$ cat src/rtl/conv_window_sequencer.sv
// Read-side sequencer for the feature-map buffer: walks every KxK stride-1
// window of a WxH row-major image and emits data-aligned valid/first/last markers.
module conv_window_sequencer #(
    parameter int unsigned DEPTH      = 64,
    parameter int unsigned ADDR_WIDTH = $clog2(DEPTH),
    parameter int unsigned DIM_WIDTH  = 8,
    parameter int unsigned KERNEL     = 3
) (
    input  logic                  i_clk,
    input  logic                  i_reset,
    input  logic                  i_start,
    input  logic [DIM_WIDTH-1:0]  i_img_width,
    input  logic [DIM_WIDTH-1:0]  i_img_height,
    input  logic                  i_stall,
    output logic                  o_read_en,
    output logic [ADDR_WIDTH-1:0] o_read_addr,
    output logic                  o_data_valid,
    output logic                  o_window_first,
    output logic                  o_window_last,
    output logic                  o_busy,
    output logic                  o_done,
    output logic                  o_error
);

    localparam logic [1:0] S_IDLE  = 2'd0;
    localparam logic [1:0] S_RUN   = 2'd1;
    localparam logic [1:0] S_DRAIN = 2'd2;
    localparam logic [1:0] S_DONE  = 2'd3;

    localparam logic [DIM_WIDTH-1:0]  K_DIM  = DIM_WIDTH'(KERNEL);
    localparam logic [DIM_WIDTH-1:0]  K_LAST = DIM_WIDTH'(KERNEL - 1);
    localparam logic [ADDR_WIDTH-1:0] K_ADDR = ADDR_WIDTH'(KERNEL);

    logic [1:0]            state, state_next;
    logic [DIM_WIDTH-1:0]  w_q, h_q;
    logic [DIM_WIDTH-1:0]  orow, ocol, kr, kc;
    logic [ADDR_WIDTH-1:0] base, row_off;

    logic dims_ok, accept, issue;
    logic kc_wrap, kr_wrap, ocol_wrap, orow_wrap, last_elem;

    assign dims_ok   = (i_img_width >= K_DIM) && (i_img_height >= K_DIM);
    assign accept    = (state == S_IDLE) && i_start;
    assign issue     = (state == S_RUN) && !i_stall;
    assign kc_wrap   = (kc == K_LAST);
    assign kr_wrap   = (kr == K_LAST);
    assign ocol_wrap = (ocol == (w_q - K_DIM));
    assign orow_wrap = (orow == (h_q - K_DIM));
    assign last_elem = kc_wrap && kr_wrap && ocol_wrap && orow_wrap;

    // Read port is driven combinationally so a stall suppresses the read in the same cycle.
    assign o_read_en   = issue;
    assign o_read_addr = issue ? (base + row_off + ADDR_WIDTH'(kc)) : '0;

    always_ff @(posedge i_clk) begin
        if (i_reset) state <= S_IDLE;
        else         state <= state_next;
    end

    always_comb begin
        state_next = state;
        case (state)
            S_IDLE:  if (i_start) state_next = dims_ok ? S_RUN : S_DONE;
            S_RUN:   if (issue && last_elem) state_next = S_DRAIN;
            S_DRAIN: state_next = S_DONE;
            S_DONE:  state_next = S_IDLE;
            default: state_next = S_IDLE;
        endcase
    end

    always_ff @(posedge i_clk) begin
        if (i_reset) begin
            w_q <= '0;
            h_q <= '0;
        end else if (accept) begin
            w_q <= i_img_width;
            h_q <= i_img_height;
        end
    end

    // Carry chain kc -> kr -> ocol -> orow; base tracks orow*W+ocol, row_off tracks kr*W.
    always_ff @(posedge i_clk) begin
        if (i_reset || accept) begin
            kc      <= '0;
            kr      <= '0;
            ocol    <= '0;
            orow    <= '0;
            base    <= '0;
            row_off <= '0;
        end else if (issue) begin
            if (kc_wrap) begin
                kc <= '0;
                if (kr_wrap) begin
                    kr      <= '0;
                    row_off <= '0;
                    if (ocol_wrap) begin
                        ocol <= '0;
                        if (orow_wrap) begin
                            orow <= '0;
                            base <= '0;
                        end else begin
                            orow <= orow + DIM_WIDTH'(1);
                            base <= base + K_ADDR;
                        end
                    end else begin
                        ocol <= ocol + DIM_WIDTH'(1);
                        base <= base + ADDR_WIDTH'(1);
                    end
                end else begin
                    kr      <= kr + DIM_WIDTH'(1);
                    row_off <= row_off + ADDR_WIDTH'(w_q);
                end
            end else begin
                kc <= kc + DIM_WIDTH'(1);
            end
        end
    end

    // Markers trail the read by one cycle to line up with the buffer's registered output.
    always_ff @(posedge i_clk) begin
        if (i_reset) begin
            o_data_valid   <= 1'b0;
            o_window_first <= 1'b0;
            o_window_last  <= 1'b0;
            o_busy         <= 1'b0;
            o_done         <= 1'b0;
            o_error        <= 1'b0;
        end else begin
            o_data_valid   <= issue;
            o_window_first <= issue && (kr == '0) && (kc == '0);
            o_window_last  <= issue && kr_wrap && kc_wrap;
            o_busy         <= (state_next == S_RUN) || (state_next == S_DRAIN);
            o_done         <= (state_next == S_DONE);
            o_error        <= accept && !dims_ok;
        end
    end

endmodule

$ cat config.mk
export PLATFORM = sky130hd
export DESIGN_NAME = conv_window_sequencer
export DESIGN_NICKNAME = d
export VERILOG_FILES = /design/src/rtl/conv_window_sequencer.sv
export SDC_FILE = /design/constraint.sdc
export NUM_CORES = 1
export LEC_CHECK = 0
export CAP_MARGIN = 10
export CORE_MARGIN = 2
export CORE_UTILIZATION = 25
export CTS_BUF_LIST = sky130_fd_sc_hd__clkbuf_4 sky130_fd_sc_hd__clkbuf_8
export CTS_CLUSTER_DIAMETER = 40
export DETAILED_ROUTE_END_ITERATION = 6
export PLACE_DENSITY_LB_ADDON = 0.15
export SETUP_SLACK_MARGIN = 0.2
export SYNTH_ARGS = -nofsm -noshare
export SYNTH_HDL_FRONTEND = slang
export SYNTH_SLANG_ARGS = --single-unit
$ cat constraint.sdc
create_clock -name i_clk -period 2.5 [get_ports i_clk]
set_input_delay 0.25 -clock i_clk [delete_from_list [all_inputs] [get_ports i_clk]]
set_output_delay 0.25 -clock i_clk [all_outputs]
set_load 0.005 [all_outputs]
==> summary.txt <==
Outcome
  – Status: finished, violations left
  – Failing checks: setup timing

Yosys
  – Syn Std Cell Area: 0.00402 sq mm
  – Syn_area_per_cell: 8.38 sq um
  – Warnings from Yosys: 0
  – Main synth FF type: dfxtp_1
  – Most common cell in the netlist: dfxtp_1
  – Yosys top cell area share: 0.339
  – Number of synthesized flops with an enable pin: 0
  – Unique masters post-synth: 59
  – Most area-consuming cells after synthesis: dfxtp_1, ha_1, xor2_1
  – Cell taking the most area after synthesis: dfxtp_1
  – Most frequent cells after synthesis: dfxtp_1, nand2_1, nor2_1
  – Sequential area share after synthesis: 0.339
  – Syn_nets: around 530
  – Yosys reg bits: 68
  – Asr flop ratio synth: 0
  – Mapped Cells: 479

Routing
  – Initial DRC Count: 150
  – Vias/cell: 4.58
  – Vias: 3680
  – WL final: 10900 microns
  – Iteration count of the initial detailed-routing pass: 6
  – Number of routed nets with antenna violations: 0
  – DR WL/cell: 13.6 microns
  – DRC: 0

Timing
  – Hold_ws: 0.469 ns
  – Final Hold Fails: 0
  – FMAX: approximately 380 MHz
  – Period utilization: 1.05
  – # setup viols final: 19
  – Final Worst Setup Slack: -0.121 ns
  – RSZ-0062 raised after global routing: yes
  – Count of pins over their slew limit: 0
  – Fin crit period: 2.62 ns
  – Slew of the pin with the lowest slew margin: 0.475 ns
  – Setup Skew: 0.00685 ns
  – Setup_tns: -0.846 ns
  – Worst slew margin: 0.675

Layout
  – FF+latch area: 0.00138 sq mm
  – Share of post-route cells with drive strength above 1: 0.287
  – Antenna diode count: 0
  – Nets: roughly 630
  – Multi-input combinational cell area: 0.00278 sq mm
  – Post-layout util: 0.360
  – P&R area growth vs syn: 41.2%
  – Final Instance Area: 0.00567 sq mm
  – FILL cells: ~1700

Clock network
  – Hold-fix buffers at CTS: 0
  – Worst skew pair latency: approximately 0.36 ns
  – CTS Buf Count: 9
  – Root buf cell: clkbuf_8
  – Clock H-tree levels: 3
  – CTS tree: done
  – CTS Buffer Depth: 2
  – Sink Count: 68
  – CTS clk-pin slew, worst paths: 0.07 ns

Global routing
  – First-pass GRT wire length: around 18000 microns
  – Total GRT Usage: 0.134
  – Largest net degree at the start of global routing: 23
  – Initial antenna violation count: 0
  – Vias in the first global route: 3629
  – Grt ovf: 0

Placement
  – Detail Placement HPWL: 8210 microns
  – Final GP Congestion: 0.779
  – Placed cell areas: 0.00505 sq mm
  – PortBufs: 32

Floorplan
  – Initial Utilization: 0.255
  – I/O Pins: 33
  – Die width: 131 microns
  – Site Rows: 46
  – Die Area: roughly 0.017 sq mm
  – Chip height: 131 microns
  – Placeable Area: 0.0158 sq mm

Hold path
  – HP Class: in2reg
  – Hold path cells: 3

Power
  – P per Cell Area: 426 mW/mm^2
  – Peak supply drop: 0.197 mV
  – Pleak: 2.28 nW
  – Power Total: 0.00242 W

Setup path
  – Worst-path fanout max: 6
  – Crit Path Category: reg2reg
  – WP data arrival: 2.88 ns
  – Req. time, crit path: about 2.8 ns
  – Worst setup EP type: flop
  – Startpoint types: flop
  – Cells on worst reg2reg path: 9

Job
  – Max_cap viols: 0
[critical path, cell delays in order, from the launching register on]
cell,delay [ns]
dfxtp_4,0.35
ha_4,0.18
nand2b_4,0.13
or4_4,0.43
a2111oi_4,0.47
o211ai_4,0.13
or2_4,0.29
o221ai_4,0.18
ha_4,0.23
nor2b_4,0.11
[timing repair]
action	4_1_cts	5_1_grt
cloned	0	1
pin swaps	26	20
resized for setup	55	36
endpoints found under the setup margin	27	31
setup buffers	9	5
[logic make-up (layout without fill, tap and decap cells)]
group | after synthesis | after routing | share of synthesized area
and+or+nand+nor | 201 | 201 | 0.251
AOI/OAI and AO/OA | 97 | 97 | 0.160
DFF | 68 | 68 | 0.339
xor gates and xnor gates | 48 | 48 | 0.105
buffers and inverters | 34 | 143 | 0.0364
adders and majority gates | 29 | 29 | 0.103
muxes | 2 | 2 | 0.00498
[flip-flops by register name, indices dropped and copies added (netlist names), 2 cells and up]
register / cells
ocol: 8
h_q: 8
orow: 8
base: 6
kr: 8
kc: 8
state: 2
row_off: 6
w_q: 8
[report_power, final]
part	switching [W]	internal, W
registers	0.0000246	0.00110
logic	0.000151	0.000149
clock network	0.000427	0.000560
[per-layer routing]
metal	part of all wire	vias up	wire, microns	track usage
li1	-	1880	-	-
met1	0.47	1757	5120	0.169
met2	0.50	26	5420	0.225
met3	0.019	17	211	0.0366
met4	0.016	0	179	0.0357
met5	0	-	0	0
[stage by stage]
stage          worst slack, ns  cells
2_1_floorplan           -0.140    479
3_3_place_gp            -0.186    774
3_5_place_dp            -0.231    774
4_1_cts                 -0.139    798
5_1_grt                 -0.201    804
6_report                -0.121    804
[final timing paths]
| kind | start | endpoint | slack (ns) |
|---|---|---|---|
| setup / recovery | w_q[1]$_SDFFE_PP0P_ | o_busy$_SDFF_PP0_ | -0.12 |
| hold / removal | i_img_width[0] | w_q[0]$_SDFFE_PP0P_ | 0.47 |
| setup reg to reg | w_q[1]$_SDFFE_PP0P_ | o_busy$_SDFF_PP0_ | -0.12 |
| hold reg to reg | row_off[5]$_SDFFE_PP0P_ | row_off[5]$_SDFFE_PP0P_ | 0.49 |
[cell type report]
type | count | share of cell area
tap | 216 | 0.0477
clock inverter | 1 | 0.00530
multi-input combinational | 377 | 0.490
timing repair buffer | 113 | 0.172
clock buffer | 14 | 0.0318
sequential | 68 | 0.244
inverter | 15 | 0.00993
[cell usage in the layout, fill, tap and decap left out, drive strengths merged, types with 5 or more instances in the layout]
cell           Yosys  final
clkdlybuf4s50      0     27
or4                7      7
or2                5      5
xnor2             20     20
xor2              28     28
a22o               5      5
nand2             62     62
nor2              49     49
buf                9     84
nor4               8      8
a2111oi            5      5
a21o               5      5
dfxtp             68     68
inv               15     15
o21ai             14     14
fa                 7      7
and3              11     11
nor2b              9      9
nand3             15     15
clkbuf            10     15
ha                22     22
a21oi             47     47
and2               6      6
nand4             11     11
Power figures use the tool's default switching activity.
